File: src/rtl/activation_unit_pipe_pkg.sv
// ---------------------------------------------------------------------------
// act_pkg
// Shared types and constants for the activation pipeline.
//   act_mode_e   : activation selector carried alongside every beat
//   SIG_DEPTH    : number of sigmoid table entries (index range 0..99)
//   SIG_OFFSET   : bias added to the pre-scaled input to form a table index
//   SIG_FULL     : full-scale 8-bit output value
//   sigmoid_lut  : table lookup, entry i = floor(255 / (1 + exp(-(i-50)/10)))
// ---------------------------------------------------------------------------
package act_pkg;

  typedef enum logic [1:0] {
    SIGMOID = 2'd0,
    RELU    = 2'd1,
    STEP    = 2'd2,
    ZERO    = 2'd3
  } act_mode_e;

  localparam int SIG_DEPTH  = 100;
  localparam int SIG_OFFSET = 50;
  localparam int SIG_FULL   = 255;

  // The lower half mirrors the upper half: entry 50-k equals 254 - entry 50+k,
  // because 255*s(t) is never an integer for t != 0.
  localparam logic [7:0] SIG_LUT [SIG_DEPTH] = '{
      8'd1,   8'd1,   8'd2,   8'd2,   8'd2,   8'd2,   8'd3,   8'd3,   8'd3,   8'd4,
      8'd4,   8'd5,   8'd5,   8'd6,   8'd6,   8'd7,   8'd8,   8'd9,   8'd9,   8'd10,
      8'd12,  8'd13,  8'd14,  8'd16,  8'd17,  8'd19,  8'd21,  8'd23,  8'd25,  8'd27,
      8'd30,  8'd33,  8'd36,  8'd39,  8'd42,  8'd46,  8'd50,  8'd54,  8'd59,  8'd63,
      8'd68,  8'd73,  8'd79,  8'd84,  8'd90,  8'd96,  8'd102, 8'd108, 8'd114, 8'd121,
      8'd127, 8'd133, 8'd140, 8'd146, 8'd152, 8'd158, 8'd164, 8'd170, 8'd175, 8'd181,
      8'd186, 8'd191, 8'd195, 8'd200, 8'd204, 8'd208, 8'd212, 8'd215, 8'd218, 8'd221,
      8'd224, 8'd227, 8'd229, 8'd231, 8'd233, 8'd235, 8'd237, 8'd238, 8'd240, 8'd241,
      8'd242, 8'd244, 8'd245, 8'd245, 8'd246, 8'd247, 8'd248, 8'd248, 8'd249, 8'd249,
      8'd250, 8'd250, 8'd251, 8'd251, 8'd251, 8'd252, 8'd252, 8'd252, 8'd252, 8'd253
  };

  // Indices past the table end (never produced by the clamp) map to the last entry.
  function automatic logic [7:0] sigmoid_lut(input logic [6:0] idx);
    logic [7:0] value;
    if (idx > 7'd99) begin
      value = SIG_LUT[SIG_DEPTH-1];
    end else begin
      value = SIG_LUT[idx];
    end
    return value;
  endfunction

endpackage

File: src/rtl/activation_unit_pipe_if.sv
// ---------------------------------------------------------------------------
// activation_unit_pipe_if
// Bundles the input beat, output beat and status of the activation pipeline.
//   in_valid/in_ready   : input handshake
//   in_mode             : activation selector for the beat (act_mode_e encoding)
//   in_x                : N_CH signed lanes, lane k at [k*IN_W +: IN_W]
//   out_valid/out_ready : output handshake
//   out_f               : N_CH unsigned lanes, lane k at [k*OUT_W +: OUT_W]
//   out_mode            : mode of the beat on out_f
//   sat_cnt             : saturating count of clamp events
// master = producer/consumer side, slave = the activation unit.
// ---------------------------------------------------------------------------
interface activation_unit_pipe_if #(
  parameter int N_CH  = 4,
  parameter int IN_W  = 32,
  parameter int OUT_W = 8,
  parameter int CNT_W = 16
);

  logic                    in_valid;
  logic                    in_ready;
  logic [1:0]              in_mode;
  logic [N_CH*IN_W-1:0]    in_x;
  logic                    out_valid;
  logic                    out_ready;
  logic [N_CH*OUT_W-1:0]   out_f;
  logic [1:0]              out_mode;
  logic [CNT_W-1:0]        sat_cnt;

  modport master (
    output in_valid, in_mode, in_x, out_ready,
    input  in_ready, out_valid, out_f, out_mode, sat_cnt
  );

  modport slave (
    input  in_valid, in_mode, in_x, out_ready,
    output in_ready, out_valid, out_f, out_mode, sat_cnt
  );

endinterface

File: src/rtl/activation_unit_pipe_lane.sv
// ---------------------------------------------------------------------------
// act_lane
// Purely combinational per-lane compute, split around the S1 register.
// Front half (before S1):
//   i_x, i_mode        : raw signed lane input and its mode
//   o_pre              : clamped table index (sigmoid) or final value (others)
//   o_clampEvent       : lane was out of range and got clamped
// Back half (after S1):
//   i_pre, i_preMode   : registered o_pre and mode from S1
//   o_result           : lane output value, registered by S2
// ---------------------------------------------------------------------------
module act_lane
  import act_pkg::*;
#(
  parameter int IN_W  = 32,
  parameter int OUT_W = 8
) (
  input  logic signed [IN_W-1:0] i_x,
  input  act_mode_e              i_mode,
  output logic [OUT_W-1:0]       o_pre,
  output logic                   o_clampEvent,
  input  logic [OUT_W-1:0]       i_pre,
  input  act_mode_e              i_preMode,
  output logic [OUT_W-1:0]       o_result
);

  localparam logic signed [IN_W:0]   IDX_MIN    = '0;
  localparam logic signed [IN_W:0]   IDX_MAX    = (IN_W+1)'(SIG_DEPTH - 1);
  localparam logic signed [IN_W-1:0] RELU_MAX   = IN_W'((2**OUT_W) - 1);
  localparam logic [OUT_W-1:0]       FULL_SCALE = OUT_W'(SIG_FULL);

  // One extra bit so adding the offset can never overflow the lane width.
  logic signed [IN_W:0] w_idx;

  assign w_idx = $signed({i_x[IN_W-1], i_x}) + $signed((IN_W+1)'(SIG_OFFSET));

  // Front half: clamp the input into the range each mode can represent and
  // flag the lanes that needed it. Negative ReLU inputs are a normal zero,
  // not a clamp, so only the upper bound raises the flag there.
  always_comb begin
    o_pre        = '0;
    o_clampEvent = 1'b0;
    case (i_mode)
      SIGMOID: begin
        if (w_idx < IDX_MIN) begin
          o_pre        = '0;
          o_clampEvent = 1'b1;
        end else if (w_idx > IDX_MAX) begin
          o_pre        = OUT_W'(SIG_DEPTH - 1);
          o_clampEvent = 1'b1;
        end else begin
          o_pre = OUT_W'(w_idx[6:0]);
        end
      end
      RELU: begin
        if (i_x[IN_W-1]) begin
          o_pre = '0;
        end else if (i_x > RELU_MAX) begin
          o_pre        = '1;
          o_clampEvent = 1'b1;
        end else begin
          o_pre = i_x[OUT_W-1:0];
        end
      end
      STEP: begin
        o_pre = i_x[IN_W-1] ? '0 : FULL_SCALE;
      end
      default: begin
        o_pre = '0;
      end
    endcase
  end

  // Back half: only sigmoid still needs the table; every other mode already
  // carries its final value through S1.
  always_comb begin
    o_result = i_pre;
    if (i_preMode == SIGMOID) begin
      o_result = OUT_W'(sigmoid_lut(i_pre[6:0]));
    end
  end

endmodule

File: src/rtl/activation_unit_pipe.sv
// ---------------------------------------------------------------------------
// activation_unit_pipe
// Two-stage, N_CH-lane activation stage with valid/ready flow control.
//   clk : rising-edge clock
//   rst : synchronous active-high reset, discards any in-flight beats
//   bus : activation_unit_pipe_if slave (input beat, output beat, sat_cnt)
// S1 holds per-lane clamped data plus mode; S2 holds the final lane values.
// in_ready depends combinationally only on out_ready and the stage valids.
// ---------------------------------------------------------------------------
module activation_unit_pipe
  import act_pkg::*;
#(
  parameter int N_CH  = 4,
  parameter int IN_W  = 32,
  parameter int OUT_W = 8,
  parameter int CNT_W = 16
) (
  input  logic             clk,
  input  logic             rst,
  activation_unit_pipe_if.slave bus
);

  localparam int SUM_W = CNT_W + $clog2(N_CH + 1);
  localparam logic [SUM_W-1:0] CNT_MAX = SUM_W'({CNT_W{1'b1}});

  logic                  r_stage1Valid;
  logic                  r_stage2Valid;
  act_mode_e             r_stage1Mode;
  act_mode_e             r_outMode;
  logic [N_CH*OUT_W-1:0] r_stage1Pre;
  logic [N_CH*OUT_W-1:0] r_outF;
  logic [CNT_W-1:0]      r_satCnt;

  logic                  w_en1;
  logic                  w_en2;
  logic                  w_inXfer;
  act_mode_e             w_inMode;
  logic [N_CH*OUT_W-1:0] w_pre;
  logic [N_CH*OUT_W-1:0] w_result;
  logic [N_CH-1:0]       w_clampEvent;
  logic [SUM_W-1:0]      w_eventCount;
  logic [SUM_W-1:0]      w_cntSum;

  // A stage may load when it is empty or when the stage after it is moving,
  // so a full pipeline still shifts on a cycle where the output is taken.
  assign w_en2    = ~r_stage2Valid | bus.out_ready;
  assign w_en1    = ~r_stage1Valid | w_en2;
  assign w_inXfer = bus.in_valid & w_en1;
  assign w_inMode = act_mode_e'(bus.in_mode);

  genvar k;
  generate
    for (k = 0; k < N_CH; k++) begin : g_lane
      act_lane #(
        .IN_W  (IN_W),
        .OUT_W (OUT_W)
      ) u_lane (
        .i_x          (bus.in_x[k*IN_W +: IN_W]),
        .i_mode       (w_inMode),
        .o_pre        (w_pre[k*OUT_W +: OUT_W]),
        .o_clampEvent (w_clampEvent[k]),
        .i_pre        (r_stage1Pre[k*OUT_W +: OUT_W]),
        .i_preMode    (r_stage1Mode),
        .o_result     (w_result[k*OUT_W +: OUT_W])
      );
    end
  endgenerate

  // Popcount of the incoming beat's clamp flags, added to the counter in a
  // wider word so the saturation test can see the overflow.
  always_comb begin
    w_eventCount = '0;
    for (int i = 0; i < N_CH; i++) begin
      w_eventCount = w_eventCount + SUM_W'(w_clampEvent[i]);
    end
    w_cntSum = SUM_W'(r_satCnt) + w_eventCount;
  end

  // Pipeline registers. Data only loads alongside a valid so that a stalled
  // S2 beat keeps out_f/out_mode steady until it is taken.
  always_ff @(posedge clk) begin
    if (rst) begin
      r_stage1Valid <= 1'b0;
      r_stage2Valid <= 1'b0;
      r_stage1Mode  <= SIGMOID;
      r_outMode     <= SIGMOID;
      r_stage1Pre   <= '0;
      r_outF        <= '0;
    end else begin
      if (w_en1) begin
        r_stage1Valid <= bus.in_valid;
        if (bus.in_valid) begin
          r_stage1Pre  <= w_pre;
          r_stage1Mode <= w_inMode;
        end
      end
      if (w_en2) begin
        r_stage2Valid <= r_stage1Valid;
        if (r_stage1Valid) begin
          r_outF    <= w_result;
          r_outMode <= r_stage1Mode;
        end
      end
    end
  end

  // Clamp events are counted when the beat is accepted, so the count never
  // depends on how long the beat later waits at the output.
  always_ff @(posedge clk) begin
    if (rst) begin
      r_satCnt <= '0;
    end else if (w_inXfer) begin
      if (w_cntSum > CNT_MAX) begin
        r_satCnt <= '1;
      end else begin
        r_satCnt <= w_cntSum[CNT_W-1:0];
      end
    end
  end

  assign bus.in_ready  = w_en1;
  assign bus.out_valid = r_stage2Valid;
  assign bus.out_f     = r_outF;
  assign bus.out_mode  = r_outMode;
  assign bus.sat_cnt   = r_satCnt;

endmodule

File: src/flat_wrapper.sv
// flat-port wrapper written by rule: the top's interface ports become plain ports
module activation_unit_pipe_flat import act_pkg::*;
#(
  parameter int N_CH  = 4,
  parameter int IN_W  = 32,
  parameter int OUT_W = 8,
  parameter int CNT_W = 16
)
  (clk, rst, bus_in_valid, bus_in_mode, bus_in_x, bus_out_ready, bus_in_ready, bus_out_valid, bus_out_f, bus_out_mode, bus_sat_cnt);
  activation_unit_pipe_if #(.N_CH(N_CH), .IN_W(IN_W), .OUT_W(OUT_W), .CNT_W(CNT_W)) bus_i ();
  input  logic clk;
  input  logic rst;
  input wire logic [$bits(bus_i.in_valid)-1:0] bus_in_valid;
  input wire logic [$bits(bus_i.in_mode)-1:0] bus_in_mode;
  input wire logic [$bits(bus_i.in_x)-1:0] bus_in_x;
  input wire logic [$bits(bus_i.out_ready)-1:0] bus_out_ready;
  output wire logic [$bits(bus_i.in_ready)-1:0] bus_in_ready;
  output wire logic [$bits(bus_i.out_valid)-1:0] bus_out_valid;
  output wire logic [$bits(bus_i.out_f)-1:0] bus_out_f;
  output wire logic [$bits(bus_i.out_mode)-1:0] bus_out_mode;
  output wire logic [$bits(bus_i.sat_cnt)-1:0] bus_sat_cnt;
  assign bus_i.in_valid = bus_in_valid;
  assign bus_i.in_mode = bus_in_mode;
  assign bus_i.in_x = bus_in_x;
  assign bus_i.out_ready = bus_out_ready;
  assign bus_in_ready = bus_i.in_ready;
  assign bus_out_valid = bus_i.out_valid;
  assign bus_out_f = bus_i.out_f;
  assign bus_out_mode = bus_i.out_mode;
  assign bus_sat_cnt = bus_i.sat_cnt;
  activation_unit_pipe #(.N_CH(N_CH), .IN_W(IN_W), .OUT_W(OUT_W), .CNT_W(CNT_W)) u_core (.clk(clk), .rst(rst), .bus(bus_i));
endmodule
File: config.mk
export PLATFORM = sky130hd
export DESIGN_NAME = activation_unit_pipe_flat
export DESIGN_NICKNAME = d
export VERILOG_FILES = /design/src/rtl/activation_unit_pipe_pkg.sv /design/src/rtl/activation_unit_pipe_if.sv /design/src/rtl/activation_unit_pipe_lane.sv /design/src/rtl/activation_unit_pipe.sv /design/src/flat_wrapper.sv
export SDC_FILE = /design/constraint.sdc
export NUM_CORES = 1
export LEC_CHECK = 0
export CELL_PAD_IN_SITES_DETAIL_PLACEMENT = 1
export CELL_PAD_IN_SITES_GLOBAL_PLACEMENT = 2
export CORE_ASPECT_RATIO = 0.7
export CORE_MARGIN = 5
export CORE_UTILIZATION = 33
export CTS_CLUSTER_DIAMETER = 50
export CTS_CLUSTER_SIZE = 16
export DETAILED_ROUTE_END_ITERATION = 8
export GPL_TIMING_DRIVEN = 1
export PLACE_DENSITY = 0.9
export SETUP_SLACK_MARGIN = 0.05
export SYNTH_ARGS = -nofsm -noshare
export SYNTH_HDL_FRONTEND = slang
export SYNTH_SLANG_ARGS = --single-unit
export TNS_END_PERCENT = 50
File: constraint.sdc
create_clock -name clk -period 11.8 [get_ports clk]
set_input_delay 2.36 -clock clk [delete_from_list [all_inputs] [get_ports clk]]
set_output_delay 2.36 -clock clk [all_outputs]
set_load 0.05 [all_outputs]
==> impl_metrics.csv, run 1 <==
group,metric,value,unit
run_status,outcome,"finished, final reports clean",
clock_tree,cts_buffer_depth,2,
synthesis,synthAdderAreaFrac,6.59,%
power_and_ir_drop,leakagePower,4.64,nW
critical_path,r2r_slack,7940,ps
floorplan,fp.dieH,166,µm
layout,syn2layout_area_growth,19.7,%
power_and_ir_drop,pwr-share-comb,39.4,%
placement,routabilityCongestion,0.932,
critical_path,rr_worst_depth,12,
layout,utilization,39.7,%
synthesis,syn_nets,1856,
worst_hold_path,hp-class,"reg2reg",
sta,fin_crit,9120,ps
critical_path,start_kind,"primary input",
power_and_ir_drop,power.density,75.0,nW/µm²
detailed_routing,first_iter_violations,1282,
power_and_ir_drop,power.switching,0.419,mW
power_and_ir_drop,worst_ir_drop_vdd,73.7,µV
synthesis,synth_xor_area_share,2.14,%
sta,final-setup-viol-count,0,
floorplan,die_x,233,µm
placement,io_buffers,185,
power_and_ir_drop,switching_share,40.8,%
floorplan,rows,57,
layout,fillerInstances,4362,
synthesis,yosysMostFrequentCell,"nor2_1",
synthesis,synth_cells,1663,
layout,final_nets,1932,
power_and_ir_drop,intPower,0.608,mW
synthesis,synth_area_leaders,"dfxtp_1 15%, a21oi_1 6.6%, ha_1 6.2%",
critical_path,crit_type,"in2reg",
synthesis,dominantRegCellSynth,"dfxtp_1",
layout,antenna_cells,0,
detailed_routing,wire_per_inst,21.1,µm
synthesis,avgSynthCellArea,6.88,µm²
synthesis,synth_warnings,0,
global_routing,antenna_found_initial,0,
global_routing,grt_first_pass_wirelength,74.7,mm
floorplan,core,34400,µm²
detailed_routing,dr.pass1.iters,7,
clock_tree,insertion_delay,380,ps
synthesis,synthArstFlopShare,0,%
clock_tree,cts_max_level,3,
layout,drive_above_1_share,6.36,%
flow_run,cap_violations,0,
clock_tree,path_clk_slew,70,ps
synthesis,synth-simple-area-share,30.1,%
clock_tree,ctsRootBufferMaster,"clkbuf_16",
synthesis,synthMuxAreaShare,4.03,%
synthesis,synth_seq_area_share,15.1,%
sta,max_slew_margin,26.6,%
clock_tree,ctsResizeCount,0,
floorplan,die_area,38500,µm²
synthesis,synth_top_family_by_area,"compound AO/OA/AOI/OAI gates",
sta,fmax,110,MHz
sta,tightest_slew,1100,ps
clock_tree,cts.sinks,86,
sta,finalCritPeriodShare,77.2,%
placement,dp_hpwl,35.1,mm
critical_path,startpoint,"bus_in_x[35]",
synthesis,synth-edff-count,0,
clock_tree,cts_hold_buf,0,
synthesis,synth_compound_area_share,34.7,%
synthesis,synth_top_area_share,15.1,%
critical_path,arrival,9340,ps
critical_path,timing.rr.end,"u_core.bus.sat_cnt[7]$_SDFFE_PP0P_",
critical_path,cp-end-kind,"register",
critical_path,required,12020,ps
global_routing,grt_max_degree,75,
sta,maxSlewViolCount,0,
critical_path,crit_path_end,"u_core.bus.sat_cnt[7]$_SDFFE_PP0P_",
sta,skew,9.39,ps
layout,design_area,13700,µm²
critical_path,r2r-start,"u_core.bus.sat_cnt[0]$_SDFFE_PP0P_",
detailed_routing,ant_nets,0,
synthesis,yosys_register_bits,86,
detailed_routing,routed_wl,46.7,mm
synthesis,synth_largest_area_cell,"dfxtp_1",
synthesis,syn-cell-area,11400,µm²
detailed_routing,vias_per_cell,6.22,
clock_tree,cts-buffers-inserted,9,
sta,setup_tns,0,ps
sta,rsz0062_at_grt,"no",
placement,dpl_cell_area,13400,µm²
power_and_ir_drop,p_seq_share,32.4,%
global_routing,grt_pass1_vias,13400,
synthesis,ys_types,97,
clock_tree,cts_setup_buffers,0,
sta,hold_viol_final,0,
global_routing,grt_overflow,0,
critical_path,cp_max_fo,12,
floorplan,start_util,33.2,%
power_and_ir_drop,pwr-share-clk,28.3,%
detailed_routing,num_vias,13800,
clock_tree,cts_tree,"built",
floorplan,io_pins,186,
global_routing,grt_use_total,23.4,%
synthesis,yosys-top-cells-count,"163 x nor2_1, 151 x a21oi_1, 149 x nand2_1, 125 x o21ai_0, 111 x clkbuf_1",
detailed_routing,drc,0,
==> power groups by stage <==
stage | sequential, mW | combinational [mW] | clock (mW)
2_1_floorplan | 0.359 | 0.217 | 0
4_1_cts | 0.332 | 0.401 | 0.300
3_3_place_gp | 0.338 | 0.389 | 0
5_1_grt | 0.335 | 0.439 | 0.314
3_5_place_dp | 0.338 | 0.399 | 0
6_report | 0.332 | 0.404 | 0.290
==> flip-flops by register name, summed over array words and instances, names as in the netlist <==
register	cells
u_core.r_stage1Pre	32
u_core.bus.out_mode	2
u_core.bus.out_valid	1
u_core.r_stage1Valid	1
u_core.bus.sat_cnt	16
u_core.bus.out_f	32
u_core.r_stage1Mode	2
==> cell type report <==
type                    instances  area [µm²]  share of cell area, %
clock buffers                   9         225                   1.65
repair buffers                206        2000                   14.6
clock inverters                 7        55.1                  0.402
flip-flops and latches         86        1720                   12.6
inverters                      56         210                   1.54
multi-input cells            1380        8880                   64.9
well taps                     472         591                   4.31
==> routing by layer <==
layer	GRT usage [%]	vias up	part of all wire (%)
met5	0	-	0
met4	4.77	0	1.6
met3	4.53	45	6.4
met2	33.4	442	42
met1	36.2	6811	50
li1	-	6476	-
==> how the worst min path moves through the flow <==
stage	from	to	slack [ps]	cells past startpoint
global placement	u_core.bus.out_f[11]$_SDFFE_PP0P_	u_core.bus.out_f[11]$_SDFFE_PP0P_	450	2
global route	u_core.bus.out_f[23]$_SDFFE_PP0P_	u_core.bus.out_f[23]$_SDFFE_PP0P_	490	2
floorplan	u_core.r_stage1Mode[1]$_SDFFE_PP0P_	u_core.bus.out_mode[1]$_SDFFE_PP0P_	450	2
finish	u_core.bus.out_f[23]$_SDFFE_PP0P_	u_core.bus.out_f[23]$_SDFFE_PP0P_	450	2
detailed placement	u_core.bus.out_f[23]$_SDFFE_PP0P_	u_core.bus.out_f[23]$_SDFFE_PP0P_	450	2
CTS	u_core.bus.out_f[23]$_SDFFE_PP0P_	u_core.bus.out_f[23]$_SDFFE_PP0P_	460	2
==> worst max-delay path, stage by stage <==
cell	delay, ps
clkdlybuf4s50_1	690
a311oi_2	290
nor4_1	870
and4_1	360
mux2_2	330
o21ai_0	300
nand4_2	250
nand2_1	130
a21oi_1	70
ha_1	360
fa_1	480
ha_1	260
fa_1	420
a21oi_1	180
nor2b_1	100
and4_1	270
and2_1	190
a31oi_1	780
buf_4	330
o21ai_0	100
a21oi_1	150
a311oi_1	60
==> stage by stage <==
stage          hold slack (ps)  std cells  setup WS (ps)  total power [mW]
2_1_floorplan              453       1663           4090             0.576
3_3_place_gp               446       2200           2710             0.727
3_5_place_dp               453       2200           2430             0.737
4_1_cts                    461       2216           2830              1.03
5_1_grt                    489       2216           2300              1.09
6_report                   455       2216           2690              1.03
==> cell usage in the layout, fill, tap and decap left out, drive strengths merged, types with 17 or more instances in the layout <==
cell type,Yosys,layout
a31oi,18,18
a221oi,21,21
buf,21,22
nor2b,23,23
nor4,36,36
inv,55,59
a211oi,52,52
ha,57,57
and4,18,18
nand2,149,149
o211ai,26,26
clkdlybuf4s50,0,184
nor2,165,165
o21ai,131,131
nand4,40,40
nand2b,24,24
mux2i,19,19
a311oi,30,30
a21oi,152,152
xor2,17,17
nor3,53,53
dfxtp,86,86
nand3,74,74
and3,27,27
==> logic make-up after synthesis <==
kind of cell	after synthesis
compound gates	589
xor+xnor	28
fa+ha+maj	59
buf+inv	197
flops	86
mux	35
simple gates	669
Power figures use the tool's default switching activity.
==> run 2: changes to the inputs <==
CORE_UTILIZATION = 28   (was 33)
PLACE_DENSITY = 0.81   (was 0.9)
clock period = 7.7 ns   (was 11.8 ns; I/O delays follow)
==> run 2 against run 1 <==
Against the previous run:
- register-to-register slack lost 3600 ps
- total power grew 55%
- critical path depth shrank 1
- first-iteration DRC count shrank 24%
- critical path type unchanged
- critical endpoint unchanged
- largest power group unchanged
==> impl_metrics.csv, run 2 (synthesis gave the netlist of run 1 again) <==
group,metric,value,unit
run_status,outcome,"finished, final reports clean",
layout,multi_input_area,8890,µm²
clock_tree,cts_tree,"built",
clock_tree,cts_max_level,3,
sta,setup_tns,0,ps
detailed_routing,routed_wl,48.1,mm
clock_tree,cts-buffers-inserted,9,
detailed_routing,vias_per_cell,5.95,
clock_tree,insertion_delay,380,ps
floorplan,fp.dieH,179,µm
layout,syn2layout_area_growth,21.3,%
clock_tree,cts_hold_buf,0,
clock_tree,ctsRootBufferMaster,"clkbuf_16",
layout,final_common_cell,"clkdlybuf4s50_1",
power_and_ir_drop,leakagePower,4.70,nW
floorplan,die_x,252,µm
detailed_routing,first_iter_violations,974,
detailed_routing,num_vias,13700,
placement,dp.cells,2283,
detailed_routing,ant_nets,0,
global_routing,grt_pass1_vias,13500,
floorplan,io_pins,186,
layout,layout_common_cells,"184 x clkdlybuf4s50_1, 162 x nor2_1, 150 x a21oi_1",
critical_path,start_kind,"primary input",
power_and_ir_drop,worst_ir_drop_vdd,116,µV
floorplan,rows,62,
detailed_routing,dr.pass1.iters,6,
detailed_routing,wire_per_inst,20.9,µm
layout,drive_above_1_share,7.07,%
critical_path,cp_max_fo,14,
worst_hold_path,hp-class,"reg2reg",
sta,max_slew_margin,33.4,%
global_routing,grt_use_total,20.6,%
floorplan,core,40700,µm²
layout,stdcell_count,2299,
sta,maxSlewViolCount,0,
layout,regArea,1720,µm²
floorplan,die_area,45100,µm²
layout,final_nets,1943,
sta,fmax,137,MHz
critical_path,required,7940,ps
placement,dp_hpwl,36.4,mm
layout,utilization,34.1,%
sta,hold_viol_final,0,
placement,routabilityCongestion,0.925,
global_routing,antenna_found_initial,1,
flow_run,cap_violations,0,
global_routing,grt_overflow,0,
sta,fin_crit,7280,ps
critical_path,crit_type,"in2reg",
clock_tree,path_clk_slew,80,ps
floorplan,start_util,28.1,%
global_routing,grt_first_pass_wirelength,76.4,mm
power_and_ir_drop,power.density,115,nW/µm²
layout,fillerInstances,5029,
clock_tree,cts_buffer_depth,2,
sta,rsz0062_at_grt,"no",
global_routing,grt_max_degree,48,
critical_path,cp-end-kind,"register",
layout,antenna_cells,0,
clock_tree,cts.sinks,86,
sta,tightest_slew,998,ps
sta,finalCritPeriodShare,94.5,%
sta,final-setup-viol-count,0,
sta,skew,13.0,ps
placement,io_buffers,185,
detailed_routing,drc,0,
critical_path,arrival,7520,ps
-- run 2: cell types whose count changed in the layout (fill, tap and decap cells not counted), sizes merged --
cell / change
buf: +11
clkbuf: +1
inv: -1
-- run 2: layout make-up --
cell class	instances	area share, %
Clock inverter	6	0.370
Inverter	56	1.51
Tap cell	544	4.90
Sequential cell	86	12.4
Clock buffer	10	1.72
Multi-Input combinational cell	1380	64.0
Timing Repair Buffer	217	15.0
-- run 2: critical path: stages --
cell             delay [ps]
clkdlybuf4s50_1         710
a311oi_2                320
or4_1                   640
or4_1                   540
a22oi_1                 290
nand4_2                 240
nand2_1                 130
a21oi_1                  80
ha_1                    340
fa_1                    460
ha_1                    240
fa_1                    420
a21oi_1                 160
nor2b_1                  90
and4_1                  270
and2_1                  200
a31oi_1                 230
buf_4                   240
o21ai_0                 110
a21oi_1                 170
a311oi_1                 70
-- run 2: power breakdown --
| group | internal, mW | switching, mW | total (mW) |
|---|---|---|---|
| logic | 0.242 | 0.384 | 0.626 |
| registers | 0.469 | 0.0415 | 0.510 |
| clock network | 0.233 | 0.223 | 0.456 |
| total | 0.943 | 0.649 | 1.59 |
-- run 2: routing by layer --
| layer | up-vias | global-route usage [%] | routed length, µm |
|---|---|---|---|
| met2 | 393 | 30.9 | 20700 |
| met1 | 6757 | 30.9 | 24100 |
| met3 | 41 | 3.57 | 2580 |
| li1 | 6497 | - | - |
| met5 | - | 0 | 11 |
| met4 | 2 | 3.91 | 652 |
-- run 2: worst paths after layout --
path	start	end	slack, ps	cells past startpoint
setup / recovery	bus_in_x[35]	u_core.bus.sat_cnt[7]$_SDFFE_PP0P_	420	21
hold / removal	u_core.bus.out_f[11]$_SDFFE_PP0P_	u_core.bus.out_f[11]$_SDFFE_PP0P_	460	2
hold reg to reg	u_core.bus.out_f[11]$_SDFFE_PP0P_	u_core.bus.out_f[11]$_SDFFE_PP0P_	460	2
setup reg to reg	u_core.r_stage1Pre[9]$_SDFFE_PP0P_	u_core.bus.out_f[8]$_SDFFE_PP0P_	4360	10
-- run 2: what timing repair did --
action	4_1_cts	5_1_grt
resized for setup	0	1
setup buffers	0	0
setup endpoints to repair	0	2
-- run 2: through the flow --
step	worst slack (ps)	hold WS [ps]	cell area, µm²	power (mW)
2_1_floorplan	813	453	11400	0.883
3_3_place_gp	220	445	13600	1.12
3_5_place_dp	-90.3	457	13600	1.14
4_1_cts	308	464	13900	1.60
5_1_grt	55.8	483	13900	1.68
6_report	423	461	13900	1.59
==> run 3: changes to the inputs <==
MAX_ROUTING_LAYER = met4   (was not set)
PLACE_DENSITY = not set   (was 0.81)
PLACE_DENSITY_LB_ADDON = 0.08   (was not set)
SLEW_MARGIN = 20   (was not set)
==> run 3 against run 2 <==
Against the previous run:
- largest power group unchanged
- sequential power down 0.8%
- count of clock-buffer cells in the layout is 1 higher
- design area rose by 0.49%
- register-to-register slack better by 100 ps
- critical path depth is 2 higher
- cell count grew 0.43%
- routed wire length increased by 1.4%
- die area is the same
- worst setup slack improved by 91 ps
==> impl_metrics.csv, run 3 (synthesis gave the netlist of run 1 again) <==
group,metric,value,unit
critical_path,crit_type,"in2reg",
critical_path,cp-end-kind,"register",
detailed_routing,m1WireLength,26.4,mm
sta,finalCritPeriodShare,93.3,%
sta,final-setup-viol-count,0,
sta,maxSlewViolCount,0,
clock_tree,cts_buffer_depth,2,
floorplan,die_area,45100,µm²
power_and_ir_drop,worst_ir_drop_vdd,114,µV
global_routing,grt_overflow,0,
global_routing,grt_first_pass_wirelength,77.8,mm
sta,tightest_slew,927,ps
global_routing,antenna_found_initial,1,
placement,dp.cells,2293,
clock_tree,cts_tree,"built",
critical_path,path_delay_family,"compound AO/OA/AOI/OAI gates",
detailed_routing,maxUsedRoutingLayer,"met4",
floorplan,core,40700,µm²
global_routing,grt_pass1_vias,13600,
power_and_ir_drop,pwr-share-clk,28.3,%
detailed_routing,ant_nets,0,
detailed_routing,num_vias,13500,
placement,routabilityCongestion,0.886,
layout,final_common_cell,"clkdlybuf4s50_1",
critical_path,crit_path_top_delay_cell,"a2111oi_0",
clock_tree,path_clk_slew,60,ps
detailed_routing,wl_met3,1.82,mm
power_and_ir_drop,pwr-share-comb,39.8,%
power_and_ir_drop,intPower,0.963,mW
power_and_ir_drop,power.density,114,nW/µm²
flow_run,cap_violations,0,
clock_tree,cts_hold_buf,0,
detailed_routing,wire_per_inst,21.1,µm
sta,fmax,139,MHz
critical_path,start_kind,"primary input",
placement,dp_hpwl,36.9,mm
detailed_routing,vias_per_cell,5.83,
detailed_routing,drc,0,
detailed_routing,dr.pass1.iters,4,
clock_tree,insertion_delay,370,ps
power_and_ir_drop,power,1.59,mW
power_and_ir_drop,switching_share,39.5,%
detailed_routing,first_iter_violations,931,
critical_path,arrival,7400,ps
power_and_ir_drop,p_seq_share,31.8,%
clock_tree,cts.sinks,86,
floorplan,fp.dieH,179,µm
detailed_routing,routed-wl-met2,20.2,mm
clock_tree,cts-buffers-inserted,9,
sta,rsz0062_at_grt,"no",
layout,syn2layout_area_growth,21.9,%
sta,setup_tns,0,ps
floorplan,die_x,252,µm
sta,fin_crit,7190,ps
floorplan,rows,62,
global_routing,grt_use_total,21.7,%
global_routing,grt_max_degree,66,
floorplan,start_util,28.1,%
sta,skew,8.64,ps
critical_path,cp_max_fo,18,
run_status,outcome,"finished, final reports clean",
detailed_routing,routed_wl,48.8,mm
layout,fillerInstances,5049,
power_and_ir_drop,power.switching,0.628,mW
critical_path,required,7920,ps
critical_path,worstPathCellList,"clkdlybuf4s50_1 > inv_1 > ha_1 > a31o_2 > o21a_1 > o221a_2 > a2111oi_0 > o22ai_1 > nor3_2 > a211oi_1 > ha_1 > fa_1 > ha_1 > fa_1 > a21oi_1 > nor2b_1 > and4_1 > and2_1 > a31oi_1 > buf_4 > o21ai_0 > a21oi_1 > a311oi_1",
layout,drive_above_1_share,7.43,%
critical_path,max_stage_delay,630,ps
sta,max_slew_margin,38.1,%
sta,hold_ws,456,ps
layout,final_nets,1953,
clock_tree,cts_max_level,3,
placement,io_buffers,185,
layout,stdcell_count,2309,
critical_path,crit_buf_inv,3,
sta,hold_viol_final,0,
floorplan,io_pins,186,
layout,layout_common_cells,"184 x clkdlybuf4s50_1, 161 x nor2_1, 150 x a21oi_1",
critical_path,r2r_slack,4460,ps
clock_tree,cts_setup_buffers,0,
critical_path,crit_top_cell,"ha_1",
power_and_ir_drop,leakagePower,4.75,nW
worst_hold_path,hp-class,"reg2reg",
clock_tree,ctsRootBufferMaster,"clkbuf_16",
clock_tree,ctsResizeCount,0,
==> run 3: cell types whose count changed in the layout (fill, tap and decap cells not counted), sizes merged <==
cell	change
clkinvlp	-1
bufinv	+1
clkinv	+1
clkbuf	+1
diode	+1
buf	+10
inv	-3
==> run 3: layout make-up <==
type	count	area, µm²	share of cell area (%)
well taps	544	681	4.88
flip-flops and latches	86	1720	12.3
diodes	1	2.50	0.0179
repair buffers	227	2160	15.5
inverters	56	210	1.51
clock buffers	11	233	1.67
clock inverters	4	48.8	0.350
multi-input cells	1380	8890	63.7
==> run 3: worst min-delay path, stage by stage (launching register included) <==
cell and delay, ps:
dfxtp_1 310, nand2_1 50, a21oi_1 50
==> run 3: final timing paths <==
path	cells past startpoint	to	startpoint
worst max-delay path	23	u_core.bus.sat_cnt[7]$_SDFFE_PP0P_	bus_in_x[1]
worst min-delay path	2	u_core.bus.out_f[31]$_SDFFE_PP0P_	u_core.bus.out_f[31]$_SDFFE_PP0P_
worst max register to register	7	u_core.bus.out_f[9]$_SDFFE_PP0P_	u_core.r_stage1Pre[9]$_SDFFE_PP0P_
worst min register to register	2	u_core.bus.out_f[31]$_SDFFE_PP0P_	u_core.bus.out_f[31]$_SDFFE_PP0P_
==> run 3: layer usage <==
| metal | track usage [%] | vias up |
|---|---|---|
| li1 | - | 6505 |
| met1 | 33.0 | 6664 |
| met2 | 31.0 | 262 |
| met3 | 3.13 | 22 |
| met4 | 2.64 | 0 |
| met5 | - | - |
==> run 3: power by group through the flow <==
stage / sequential (mW) / clock (mW) / combinational (mW)
4_1_cts: 0.506 / 0.468 / 0.632
2_1_floorplan: 0.550 / 0 / 0.333
3_5_place_dp: 0.516 / 0 / 0.628
6_report: 0.506 / 0.451 / 0.634
5_1_grt: 0.510 / 0.484 / 0.692
3_3_place_gp: 0.516 / 0 / 0.627
==> run 3: per-stage QoR <==
stage               area (µm²)  setup slack, ps  utilization, %
floorplan                11400              813               -
global placement         13700              348            33.5
detailed placement       13700              167            33.5
CTS                      13900              544            34.2
global route             13900              134            34.2
finish                   13900              514            34.2
